## src/rtl/vme_arb_pkg.sv

```systemverilog
// Shared types, pin polarity constants and level-selection helpers for the
// slot-1 VME bus arbiter.
package vme_arb_pkg;

   typedef enum logic [2:0] {
      IDLE   = 3'd0,
      GRANT  = 3'd1,
      BUSY   = 3'd2,
      CLEAR  = 3'd3,
      SETTLE = 3'd4
   } arb_state_t;

   // Backplane signals are active low.
   localparam logic ACTIVE   = 1'b0;
   localparam logic INACTIVE = 1'b1;
   localparam logic [3:0] NO_REQUEST = 4'b1111;

   // Picks the level to grant from the synchronised requests.
   // Priority mode: highest active level wins (BR3 highest).
   // Round-robin mode: first active level searching downward from
   // last_owner-1, wrapping 0->3; the previous owner is considered last.
   function automatic logic [1:0] select_level(input logic [3:0] br,
                                               input logic [1:0] last_owner,
                                               input logic       rr_mode);
      logic [1:0] level;
      logic [1:0] idx;
      logic       found;
      level = 2'd0;
      idx   = 2'd0;
      found = 1'b0;
      if (rr_mode) begin
         for (int i = 1; i <= 4; i++) begin
            idx = last_owner - 2'(i);
            if (!found && br[idx] == ACTIVE) begin
               level = idx;
               found = 1'b1;
            end
         end
      end else begin
         for (int i = 0; i < 4; i++) begin
            if (br[i] == ACTIVE) begin
               level = 2'(i);
            end
         end
      end
      return level;
   endfunction

   // True when some level above the current owner is requesting the bus.
   function automatic logic higher_request(input logic [3:0] br,
                                           input logic [1:0] level);
      logic hit;
      hit = 1'b0;
      for (int i = 0; i < 4; i++) begin
         if (i > int'(level) && br[i] == ACTIVE) begin
            hit = 1'b1;
         end
      end
      return hit;
   endfunction

endpackage

```

## src/rtl/vme_sync.sv

```systemverilog
// Multi-flop input synchronizer; flops preset to 1 so a reset leaves every
// active-low backplane input looking inactive.
module vme_sync #(
   parameter int WIDTH  = 1,
   parameter int STAGES = 2
) (
   input  logic             clock,
   input  logic             reset,
   input  logic [WIDTH-1:0] async_in,
   output logic [WIDTH-1:0] sync_out
);

   logic [WIDTH-1:0] stage [STAGES];

   // Shift the pin value through the synchronizer chain.
   always_ff @(posedge clock or posedge reset) begin
      if (reset) begin
         for (int i = 0; i < STAGES; i++) begin
            stage[i] <= '1;
         end
      end else begin
         stage[0] <= async_in;
         for (int i = 1; i < STAGES; i++) begin
            stage[i] <= stage[i-1];
         end
      end
   end

   assign sync_out = stage[STAGES-1];

endmodule

```

## src/rtl/vme_bus_arbiter.sv

```systemverilog
// Slot-1 VME bus arbiter: four-level BR/BG arbitration with BBSY tracking,
// BCLR early-release requests and a grant timeout.
// Build option: define VME_ARB_ROUND_ROBIN_EN for round-robin level selection
// (BCLR is then never driven); default is fixed priority with BR3 highest.
module vme_bus_arbiter #(
   parameter int GRANT_TIMEOUT = 255,
   parameter int SETTLE_CYCLES = 2,
   parameter int SYNC_STAGES   = 2
) (
   input  logic       clock,
   input  logic       reset,
   input  logic [3:0] vme_br,
   input  logic       vme_bbsy,
   output logic [3:0] vme_bgout,
   output logic       vme_bclr,
   output logic [1:0] arb_owner,
   output logic       arb_busy,
   output logic       grant_timeout
);

   import vme_arb_pkg::*;

`ifdef VME_ARB_ROUND_ROBIN_EN
   localparam logic RR_MODE = 1'b1;
`else
   localparam logic RR_MODE = 1'b0;
`endif

   // The counter value on the last cycle of a grant window / settle window.
   localparam logic [7:0] TIMEOUT_LAST = 8'(GRANT_TIMEOUT - 1);
   localparam logic [7:0] SETTLE_LAST  = 8'(SETTLE_CYCLES - 1);

   arb_state_t state, state_next;
   logic [3:0] br_s;
   logic       bbsy_s;
   logic [7:0] cnt, cnt_next;
   logic [3:0] bgout_next;
   logic       bclr_next;
   logic [1:0] owner_next;
   logic       timeout_next;
   logic [1:0] sel_level;
   logic       clear_req;

   vme_sync #(.WIDTH(4), .STAGES(SYNC_STAGES)) u_br_sync (
      .clock    (clock),
      .reset    (reset),
      .async_in (vme_br),
      .sync_out (br_s)
   );

   vme_sync #(.WIDTH(1), .STAGES(SYNC_STAGES)) u_bbsy_sync (
      .clock    (clock),
      .reset    (reset),
      .async_in (vme_bbsy),
      .sync_out (bbsy_s)
   );

   assign sel_level = select_level(br_s, arb_owner, RR_MODE);
   assign clear_req = RR_MODE ? 1'b0 : higher_request(br_s, arb_owner);
   assign arb_busy  = (state != IDLE);

   // Register state, the shared cycle counter and all bus-facing outputs.
   always_ff @(posedge clock or posedge reset) begin
      if (reset) begin
         state         <= IDLE;
         cnt           <= 8'd0;
         vme_bgout     <= NO_REQUEST;
         vme_bclr      <= INACTIVE;
         arb_owner     <= 2'd0;
         grant_timeout <= 1'b0;
      end else begin
         state         <= state_next;
         cnt           <= cnt_next;
         vme_bgout     <= bgout_next;
         vme_bclr      <= bclr_next;
         arb_owner     <= owner_next;
         grant_timeout <= timeout_next;
      end
   end

   // Next-state and next-output decode; bbsy_s is checked first in GRANT and
   // BUSY so a bus takeover always beats a timeout or a clear request.
   always_comb begin
      state_next   = state;
      cnt_next     = cnt;
      bgout_next   = vme_bgout;
      bclr_next    = vme_bclr;
      owner_next   = arb_owner;
      timeout_next = 1'b0;
      case (state)
         IDLE: begin
            if (br_s != NO_REQUEST && bbsy_s == INACTIVE) begin
               state_next            = GRANT;
               bgout_next            = NO_REQUEST;
               bgout_next[sel_level] = ACTIVE;
               owner_next            = sel_level;
               cnt_next              = 8'd0;
            end
         end
         GRANT: begin
            if (bbsy_s == ACTIVE) begin
               state_next = BUSY;
               bgout_next = NO_REQUEST;
            end else if (br_s[arb_owner] == INACTIVE) begin
               state_next = SETTLE;
               bgout_next = NO_REQUEST;
               cnt_next   = 8'd0;
            end else if (cnt == TIMEOUT_LAST) begin
               state_next   = SETTLE;
               bgout_next   = NO_REQUEST;
               cnt_next     = 8'd0;
               timeout_next = 1'b1;
            end else begin
               cnt_next = cnt + 8'd1;
            end
         end
         BUSY: begin
            if (bbsy_s == INACTIVE) begin
               state_next = SETTLE;
               cnt_next   = 8'd0;
            end else if (clear_req) begin
               state_next = CLEAR;
               bclr_next  = ACTIVE;
            end
         end
         CLEAR: begin
            if (bbsy_s == INACTIVE) begin
               state_next = SETTLE;
               bclr_next  = INACTIVE;
               cnt_next   = 8'd0;
            end
         end
         SETTLE: begin
            bgout_next = NO_REQUEST;
            bclr_next  = INACTIVE;
            if (cnt == SETTLE_LAST) begin
               state_next = IDLE;
            end else begin
               cnt_next = cnt + 8'd1;
            end
         end
         default: begin
            state_next = IDLE;
            bgout_next = NO_REQUEST;
            bclr_next  = INACTIVE;
            cnt_next   = 8'd0;
         end
      endcase
   end

endmodule

```

## config.mk

```make
export PLATFORM = sky130hd
export DESIGN_NAME = vme_bus_arbiter
export DESIGN_NICKNAME = d
export VERILOG_FILES = /design/src/rtl/vme_arb_pkg.sv /design/src/rtl/vme_sync.sv /design/src/rtl/vme_bus_arbiter.sv
export SDC_FILE = /design/constraint.sdc
export NUM_CORES = 1
export LEC_CHECK = 0
export BUFFER_PORTS_ARGS = -buffer_cell sky130_fd_sc_hd__buf_2
export CORE_ASPECT_RATIO = 0.7
export CORE_UTILIZATION = 30
export DETAILED_ROUTE_END_ITERATION = 8
export GPL_ROUTABILITY_DRIVEN = 0
export SYNTH_ARGS = -nofsm -noshare
export SYNTH_HDL_FRONTEND = slang
export SYNTH_SLANG_ARGS = --single-unit
```

## constraint.sdc

```tcl
create_clock -name clock -period 3.9 [get_ports clock]
set_input_delay 0.39 -clock clock [delete_from_list [all_inputs] [get_ports clock]]
set_output_delay 0.39 -clock clock [all_outputs]
set_load 0.005 [all_outputs]
```

* Yosys cells after proc, flatten, opt, wreduce, memory -nomap -nowiden *
Cells that the tools add are included.

word-level totals
  flip-flop bits (word level) = 29
  input port bits = 7
  logic and storage cells = 93

operators by class
  $add $sub $neg = 1
  order comparisons = 6
  equality and inequality tests = 17
  multiplexer cells = 39
  bitwise operators = 6
  reductions and logical operators = 14

operators with widths
  kind                                                         number
  2-to-1 mux 8 bit                                             6
  case mux 8 bit (4 select lines)                              1
  2-to-1 mux 3 bit                                             8
  2-to-1 mux 4 bit                                             4
  case mux 3 bit (5 select lines)                              1
  2-to-1 mux 1 bit                                             13
  case mux 4 bit (3 select lines)                              1
  != test 2 bit (second input constant)                        5
  adder 8 x 1 -> 8 bit (second input constant)                 1
  == test 8 x 1 -> 1 bit (second input constant)               1
  == test 8 bit (second input constant)                        1
  != test 4 bit (second input constant)                        2
  AND reduction 4 bit                                          2
  == test 3 x 2 -> 1 bit (second input constant)               2
  less-than comparator 2 x 3 -> 1 bit (second input constant)  2
  != test 2 x 1 -> 1 bit (second input constant)               3
  logical AND 1 bit                                            5
  inverter 1 bit                                               5
  AND reduction 5 bit                                          1
  > comparator 2 bit (first input constant)                    2
  2-to-1 mux 2 bit                                             2
  inverter 4 bit                                               1
  OR reduction 2 bit                                           2
  == test 3 x 1 -> 1 bit (second input constant)               1
  11 further kinds                                             11

* Depth between registers and ports, before layout *
Gate-level depths: netlist of run 1.

  depth after elaboration = 10
  mapped depth = 7

* Modules after synthesis *
From an unflattened synthesis of run 1, not the netlist that was laid out.

second synthesis, totals
  cell total of the unflattened synthesis = 131
  area total of the unflattened synthesis = 1390.1 um^2

by module, submodules not included
  module                  times used  cells each  area an instance (um^2)
  vme_bus_arbiter         1           115         1089.8
  vme_sync (u_br_sync)    1           13          244.0
  vme_sync (u_bbsy_sync)  1           3           56.3

* Least setup slack after synthesis of run 1 *
Ideal clock, no wire load.

  path kind = reg2reg
  from = reg cnt[1]
  to = reg cnt[2]
  data arrival time = 1.866 ns
  data required time = 3.765 ns
  path slack = 1.899 ns
  cell stages (with the launch flop) = 8
  cells stage by stage = dfrtp_1 inv_1 ha_1 or4b_1 or4_1 o22ai_2 nand2b_2 o311ai_1

on the way
  cells in the longest elaborated chain, start to end = 5
  elaborated cells between the ends (all ways) = 10

ends and longest elaborated chain
  element                                                       RTL line                                                                RTL
  start, declared                                               vme_bus_arbiter.sv:36                                                   logic [7:0] cnt, cnt_next;
  start signal, assigned                                        vme_bus_arbiter.sv:73                                                   cnt <= cnt_next;
  adder 8 x 1 -> 8 bit / == test 8 bit (equally long branches)  vme_bus_arbiter.sv:114, vme_bus_arbiter.sv:139, vme_bus_arbiter.sv:108
  2-to-1 mux 8 bit                                              vme_bus_arbiter.sv:108                                                  end else if (cnt == TIMEOUT_LAST) begin
  2-to-1 mux 8 bit                                              vme_bus_arbiter.sv:104                                                  end else if (br_s[arb_owner] == INACTIVE) begin
  2-to-1 mux 8 bit                                              vme_bus_arbiter.sv:101                                                  if (bbsy_s == ACTIVE) begin
  case mux 8 bit (4 select lines)                               vme_bus_arbiter.sv:90                                                   case (state)

Parallel ways exist; a longest one is shown, timed or not. The select of a mux whose other input is x is not followed.
A chain may end at the register's enable or synchronous reset.

* Worst setup path in the final report of run 1 *
  from = reg state[2]
  to = out arb_busy

on the way
  cells in the longest elaborated chain, start to end = 1

ends and longest elaborated chain
  element                 RTL line               RTL
  start, declared         vme_bus_arbiter.sv:33  arb_state_t state, state_next;
  start signal, assigned  vme_bus_arbiter.sv:72  state <= state_next;
  nonzero test 3 bit      vme_bus_arbiter.sv:60  assign arb_busy = (state != IDLE);
  end, declared           vme_bus_arbiter.sv:17  output logic arb_busy,

No other way between the ends.

==> impl_metrics.yaml, run 1 <==
outcome:
  status: "complete, no violations"
die:
  dieWidth_um: 81.5
  die_area_um2: 4700
  start_util_pct: 32.6
  rows: 19
  coreArea_um2: 4070
  die_y_um: 57.6
  io_pins: 16
setup_path:
  crit_required_ps: 3510
  worstSetupStartpoint: "state[2]"
  startpoint_type: "flop"
  r2r_start: "cnt[1]"
  worstRegToRegCells: 7
  cpPeakStageDelay_ps: 780
  crit_fanout: 10
  critPathArrivalTime_ps: 1800
  cpMaxStageDelayCell: "nor3_1"
  cp-endpoint: "arb_busy"
  r2r_slack_ps: 1760
  path_cells: "nor3_1 > inv_1 > buf_2"
  rr_endpoint: "cnt[2]"
  critPathKind: "reg2out"
  cp-end-kind: "output pin"
timing:
  hold_viol_final: 0
  setup_tns_ps: 0
  finalCriticalPeriod_ps: 2190
  finalWorstSetupSlack_ps: 1710
  setup_viol_count_final: 0
  slew_headroom_pct: 28.8
  fin_crit_sh_pct: 56.1
  rsz0062_at_grt: "false"
  finalMaxSlewViolations: 0
  tightest_slew_ps: 1070
  fmaxAchievable_ghz: 0.457
  finalClockSkew_ps: 6.33
min_path:
  hold-path-cell-count: 1
  hold_class: "in2reg"
clock_network:
  clk_latency_ps: 280
  cts.sinks: 29
  h-tree-depth: 2
  ctsResizeCount: 0
  cts_max_path_buffers: 2
  cts-hold-fix-buffers: 0
  cts_buffers: 5
  clkTransAtPathRegs_ps: 60
  postCtsSetupRepairBufs: 0
  cts_tree: "yes"
  cts-root-buf: "clkbuf_8"
routing:
  drt-initial-drc-count: 102
  drtAntennaViolNets: 0
  drc: 0
  via_per_inst: 5.03
  drt-total-wl_mm: 2.48
  drtPass1Iterations: 4
  via_count: 961
  wire_per_inst_um: 13.0
yosys:
  synth_edf_count: 0
  seq_area_frac_synth_pct: 56.1
  synth_flop_cell: "dfstp_2"
  ys_ff_latch: 29
  syn-num-nets: 128
  synth.avg_cell_area_um2: 11.2
  synth_area_leaders: "dfstp_2 (30%), dfrtp_1 (26%), mux2_2 (4.2%), nand3_1 (3.8%), nor2_1 (3.1%)"
  yosys.area.top_type_share_pct: 29.7
  yosys.area.top_type: "dfstp_2"
  yosysUniqueCellTypes: 38
  synth.cell_area_um2: 1330
  netlist_instances: 118
  ys_warn_count: 0
  async_flop_share_pct: 100
global_route:
  overflow: 0
  grt_pass1_vias: 957
  grt_first_pass_wirelength_mm: 4.30
  grt_busiest_layer: "met2"
  use_met2_pct: 18.0
  antenna_found_initial: 0
  grt_util_met3_pct: 4.72
  grt_max_degree: 30
  use_met1_pct: 16.2
  grt.total_usage_pct: 12.3
placed_design:
  dpl_worst_slack_ps: 1770
  port_buffers: 15
  dpl.hpwl_mm: 1.80
power:
  power.total_uw: 996
  p_leak_uw: 0.000636
  ir_drop_v: 0.000285
  power.density_nw_per_um2: 639
finish:
  syn_to_final_growth_pct: 17.5
  final_nets: 148
  num_antenna_cells: 0
  final_layout_size_suffix_gt1_share_pct: 34.5
job:
  maxCapViolCount: 0
## worst min-delay path by stage
stage                          from                    end
3_3_place_gp     u_br_sync.stage[6]  u_br_sync.sync_out[2]
2_1_floorplan  u_bbsy_sync.stage[1]   u_bbsy_sync.sync_out
4_1_cts                    vme_bbsy   u_bbsy_sync.stage[1]
3_5_place_dp     u_br_sync.stage[7]  u_br_sync.sync_out[3]
5_1_grt                   vme_br[2]     u_br_sync.stage[6]
6_report                   vme_bbsy   u_bbsy_sync.stage[1]
## layer usage
metal  vias up  part of all wire [%]
li1        457                     -
met1       474                    50
met2        25                    42
met3         5                   6.0
met4         0                   1.7
met5         -                     0
## flip-flops by register name, summed over array words and instances (netlist names)
signal	count
arb_owner	2
cnt	8
grant_timeout	1
state	3
u_bbsy_sync.stage	1
u_bbsy_sync.sync_out	1
u_br_sync.stage	4
u_br_sync.sync_out	4
vme_bclr	1
vme_bgout	4
## cell usage in the layout, fill, tap and decap left out, types with 2 or more instances in the layout
cell type and instances:
a21oi_1 4, buf_2 15, clkbuf_8 5, dfrtp_1 14, dfstp_2 15, ha_1 3, inv_1 6, mux2_2 5
nand2_1 7, nand3_1 10, nand4_1 2, nor2_1 11, nor2b_1 2, nor3_1 2, nor4_1 2, o21a_1 2
o21ai_0 7, xnor2_1 2, xor2_1 3
## kinds of logic (layout without fill, tap and decap cells)
kind of cell,after synthesis,after routing,share of synthesized area [%]
compound gates,22,22,11.3
xor+xnor,5,5,3.30
fa+ha+maj,3,3,2.83
buf+inv,8,29,2.83
flops,29,29,56.1
mux,6,6,5.94
simple gates,45,45,17.6
## synthesized netlist by cell type, drive strengths merged (2+ instances only)
| cell type | n |
|---|---|
| dfstp | 15 |
| dfrtp | 14 |
| nor2 | 11 |
| nand3 | 10 |
| o21ai | 8 |
| nand2 | 7 |
| inv | 6 |
| mux2 | 5 |
| a21oi | 4 |
| ha | 3 |
| xor2 | 3 |
| nand2b | 2 |
| nand4 | 2 |
| nor2b | 2 |
| nor3 | 2 |
| nor4 | 2 |
| o21a | 2 |
| o22ai | 2 |
| xnor2 | 2 |
## layout make-up
type / count / area, um2
tap: 52 / 65.1
inverter: 6 / 22.5
fill: 380 / 2510
clock buffer: 6 / 72.6
timing repair buffer: 15 / 75.1
clock inverter: 2 / 35.0
sequential: 29 / 744
multi-input combinational: 81 / 544
## critical path: cells and delay by family (launching register included)
| kind | cells | cell delay [ps] |
|---|---|---|
| buf+inv | 2 | 240 |
| flops | 1 | 500 |
| simple gates | 1 | 780 |
## stage by stage
step	cell area [um2]	hold WS [ps]	std cells	util, %
after floorplan	1330	345	118	-
after global routing	1560	187	191	38.4
after CTS	1560	193	191	38.4
final	1560	202	191	38.4
after global placement	1450	345	183	35.7
after detailed placement	1450	347	183	35.7
## power breakdown
group	switching (uW)	internal (uW)	leakage, uW
logic	145	119	0.000236
clock network	109	189	0.0000552
registers	63.9	370	0.000345
Note: power is estimated with default switching activity, not from simulation.
==> inputs of run 2 (changes only) <==
clock period = 2.2 ns   (was 3.9 ns; I/O delays follow)
==> run 2 against run 1 <==
- die area unchanged
- sequential power up 76%
- clock skew about the same
- largest power group unchanged
==> impl_metrics.yaml, run 2 (synthesis gave the netlist of run 1 again) <==
timing:
  rsz0062_at_grt: "false"
  fin_crit_sh_pct: 96.4
  setup_viol_count_final: 0
  finalMaxSlewViolations: 0
  slew_headroom_pct: 53.5
  tightest_slew_ps: 692
  fmaxAchievable_ghz: 0.472
  setup_tns_ps: 0
  hold_viol_final: 0
  finalCriticalPeriod_ps: 2120
  finalClockSkew_ps: 6.33
setup_path:
  cpMaxStageDelayCell: "or4b_4"
  worstSetupStartpoint: "cnt[1]"
  critPathKind: "reg2reg"
  cpPeakStageDelay_ps: 470
  r2r_slack_ps: 80
  path_cells: "inv_2 > ha_1 > or4b_4 > or4_4 > o22ai_4 > nand2b_4 > o311ai_1"
  cp-end-kind: "flop"
  startpoint_type: "flop"
  crit_required_ps: 2360
  r2r_start: "cnt[1]"
  critPathArrivalTime_ps: 2280
  crit_fanout: 5
finish:
  num_antenna_cells: 0
  syn_to_final_growth_pct: 19.9
  largest_register: "cnt"
  final_nets: 152
  final_core_util_pct: 39.1
  largest_reg_flops: 8
  final_layout_size_suffix_gt1_share_pct: 38.5
  final_cell_mix: "buf_2 (15), dfstp_2 (15), dfrtp_1 (14), nor2_1 (11), nand3_1 (10)"
power:
  seqPwrFrac_pct: 44.4
  power_frac_comb_pct: 30.9
  power.switching_uw: 596
  swShare_pct: 34.6
  ir_drop_v: 0.000485
  clkPwrFrac_pct: 24.7
  p_leak_uw: 0.000653
  p_int_uw: 1130
  power.density_nw_per_um2: 1080
global_route:
  grt.total_usage_pct: 13.5
  grt_max_degree: 30
  antenna_found_initial: 0
  grt_first_pass_wirelength_mm: 4.62
  grt_pass1_vias: 972
  overflow: 0
die:
  io_pins: 16
  die_area_um2: 4700
  rows: 19
  die_y_um: 57.6
  start_util_pct: 32.6
  dieWidth_um: 81.5
  coreArea_um2: 4070
clock_network:
  cts.sinks: 29
  clk_latency_ps: 280
  cts_tree: "yes"
  cts_buffers: 5
  clkTransAtPathRegs_ps: 70
  cts_max_path_buffers: 2
  h-tree-depth: 2
  cts-root-buf: "clkbuf_8"
routing:
  via_count: 979
  via_per_inst: 5.02
  drt-total-wl_mm: 2.64
  drtPass1Iterations: 4
  drt-initial-drc-count: 121
  drtAntennaViolNets: 0
  drc: 0
  wire_per_inst_um: 13.5
placed_design:
  port_buffers: 15
  dpl.hpwl_mm: 1.81
outcome:
  status: "complete, no violations"
job:
  maxCapViolCount: 0
min_path:
  hold_class: "in2reg"
  hold_path_startpoint: "vme_br[2]"
-- run 2: metal layers --
| layer | track usage [%] | share of wire [%] | up-vias |
|---|---|---|---|
| met2 | 19.2 | 44 | 25 |
| met5 | 0 | 0 | - |
| met3 | 4.09 | 5.2 | 9 |
| met4 | 7.65 | 2.6 | 0 |
| li1 | - | - | 466 |
| met1 | 18.2 | 48 | 479 |
-- run 2: final cells by class --
type	instances	area (um2)
fill	386	2470
sequential	29	744
multi-input combinational	81	564
timing repair buffer	19	108
clock buffer	5	68.8
tap	52	65.1
inverter	6	22.5
clock inverter	3	17.5
-- run 2: power groups by stage --
stage          clock (uW)  sequential (uW)  combinational (uW)
3_3_place_gp            0              767                 479
4_1_cts               438              763                 494
2_1_floorplan           0              739                 358
5_1_grt               467              789                 601
3_5_place_dp            0              771                 490
6_report              426              766                 532
-- run 2: path summary, 6_finish.rpt --
path | to | cells after the start
setup / recovery | cnt[2] | 7
hold / removal | u_br_sync.stage[6] | 1
setup reg to reg | cnt[2] | 7
hold reg to reg | u_br_sync.sync_out[2] | 0
max in group asynchronous | vme_bclr | 4
min in group asynchronous | cnt[2] | 4
-- run 2: per-stage QoR --
step | hold WS, ps | area, um2 | instances | setup WS (ps) | power (uW)
finish | 28.7 | 1590 | 195 | 79.5 | 1720
global route | 15.7 | 1590 | 195 | 2.62 | 1860
CTS | 23.7 | 1560 | 194 | 0.648 | 1690
detailed placement | 307 | 1470 | 185 | 13.4 | 1260
global placement | 299 | 1470 | 185 | 132 | 1250
floorplan | 224 | 1330 | 118 | 199 | 1100
-- run 2: worst max-delay path: cells and delay by family, from the launching register on --
kind | cells | cell delay (ps)
compound gates | 2 | 270
buf+inv | 1 | 80
fa+ha+maj | 1 | 140
simple gates | 3 | 1090
flops | 1 | 420
-- run 2: repair_timing --
action | CTS | global route
gates resized for setup | 0 | 5
setup endpoints to repair | 0 | 8
hold endpoints to repair | 4 | 0
buffers inserted | 0 | 1
hold buffers | 1 | 0
==> inputs of run 3 (changes only) <==
MAX_ROUTING_LAYER = met4   (was default)
==> run 3 against run 2 <==
- flip-flop and latch count stayed put
- worst setup slack gained 2.5 ps
- count of clock-buffer cells in the layout stayed put
- combinational power about the same
- clock power about the same
- first-iteration DRC count decreased by 8.3%
- largest power group unchanged
==> impl_metrics.yaml, run 3 (synthesis gave the netlist of run 1 again) <==
placed_design:
  dpl.hpwl_mm: 1.81
  placed_cell_area_um2: 1470
  port_buffers: 15
  place_inst: 185
setup_path:
  rr_endpoint: "cnt[2]"
  worstRegToRegCells: 7
  startpoint_type: "flop"
  crit_fanout: 5
  path_cells: "inv_2 > ha_1 > or4b_4 > or4_4 > o22ai_4 > nand2b_4 > o311ai_1"
  worst-path-buf-inv: 1
  cpPeakStageDelay_ps: 470
  worstSetupStartpoint: "cnt[1]"
  crit_required_ps: 2360
  critPathArrivalTime_ps: 2270
  cp-end-kind: "flop"
  crit_family: "simple AND/OR/NAND/NOR gates"
  cpMaxStageDelayCell: "or4b_4"
  critPathKind: "reg2reg"
  r2r_start: "cnt[1]"
  r2r_slack_ps: 80
timing:
  finalMaxSlewViolations: 0
  rsz0062_at_grt: "false"
  finalCriticalPeriod_ps: 2120
  slew_headroom_pct: 52.5
  setup_tns_ps: 0
  fmaxAchievable_ghz: 0.472
  fin_crit_sh_pct: 96.3
  tightest_slew_ps: 706
  hold_viol_final: 0
  holdWs_ps: 28.6
  setup_viol_count_final: 0
  finalClockSkew_ps: 6.29
clock_network:
  clk_latency_ps: 280
  clkTransAtPathRegs_ps: 70
  cts_tree: "yes"
  cts_buffers: 5
  h-tree-depth: 2
  cts.sinks: 29
  cts_max_path_buffers: 2
  cts-root-buf: "clkbuf_8"
min_path:
  hold_class: "in2reg"
  hold-path-cell-count: 1
  hold_path_startpoint: "vme_br[2]"
  hold_path_end: "u_br_sync.stage[6]"
global_route:
  grt_first_pass_wirelength_mm: 4.62
  overflow: 0
  antenna_found_initial: 0
  grt.total_usage_pct: 13.9
  grt_max_degree: 30
  grt_pass1_vias: 971
finish:
  layout.cells.non_filler: 195
  fin_area_um2: 1590
  syn_to_final_growth_pct: 19.9
  final_cell_mix: "buf_2 (15), dfstp_2 (15), dfrtp_1 (14), nor2_1 (11), nand3_1 (10)"
  largest_register: "cnt"
  largest_reg_flops: 8
  fill_cells: 386
  final_layout_size_suffix_gt1_share_pct: 38.5
  final_nets: 152
  final_core_util_pct: 39.1
  num_antenna_cells: 0
routing:
  via_count: 985
  drtPass1Iterations: 4
  via_per_inst: 5.05
  drt-total-wl_mm: 2.63
  wire_per_inst_um: 13.5
  drt-initial-drc-count: 111
  drc: 0
  drtAntennaViolNets: 0
power:
  power.density_nw_per_um2: 1090
  p_leak_uw: 0.000653
  ir_drop_v: 0.000485
die:
  die_y_um: 57.6
  die_area_um2: 4700
  coreArea_um2: 4070
  io_pins: 16
  start_util_pct: 32.6
  dieWidth_um: 81.5
  rows: 19
job:
  maxCapViolCount: 0
outcome:
  status: "complete, no violations"
## run 3: what timing repair did
action                     4_1_cts  5_1_grt
hold buffers                     1        0
setup buffers                    0        1
setup endpoints to repair        0        8
gates resized for setup          0        5
hold endpoints to repair         4        0
## run 3: worst max-delay path by stage
| stage | endpoint | slack, ps | depth (start not counted) |
|---|---|---|---|
| after floorplan | cnt[2] | 200 | 7 |
| after global routing | cnt[5] | 3 | 4 |
| after CTS | cnt[2] | 0.6 | 7 |
| after global placement | cnt[2] | 130 | 7 |
| after detailed placement | cnt[2] | 10 | 7 |
| final | cnt[2] | 80 | 7 |
## run 3: worst register-to-register path, stage by stage, from the launching register on
cell and delay, ps:
dfrtp_1 420, inv_2 80, ha_1 140, or4b_4 470, or4_4 440, o22ai_4 180
nand2b_4 180, o311ai_1 90
## run 3: metal layers
metal	vias to the layer above	wire (um)	GRT usage, %
met2	29	1180	19.2
met5	-	0	-
met3	9	129	4.09
li1	467	-	-
met1	480	1270	18.2
met4	0	63	7.65
## run 3: metrics by stage
stage | total power (uW) | worst slack, ps
2_1_floorplan | 1100 | 199
3_3_place_gp | 1250 | 132
3_5_place_dp | 1260 | 13.4
4_1_cts | 1690 | 0.648
5_1_grt | 1860 | 2.62
6_report | 1730 | 82.0
## run 3: cell type report
cell class | instances | area [um2] | area share [%]
Timing Repair Buffer | 19 | 108 | 6.77
Multi-Input combinational cell | 81 | 564 | 35.5
Clock inverter | 3 | 17.5 | 1.10
Sequential cell | 29 | 744 | 46.8
Tap cell | 52 | 65.1 | 4.09
Clock buffer | 5 | 68.8 | 4.33
Inverter | 6 | 22.5 | 1.42
## run 3: where the power goes
part | total (uW) | leakage [uW] | internal [uW] | switching [uW]
Clock | 427 | 0.0000439 | 218 | 210
Sequential | 766 | 0.000345 | 655 | 111
Combinational | 533 | 0.000265 | 256 | 278
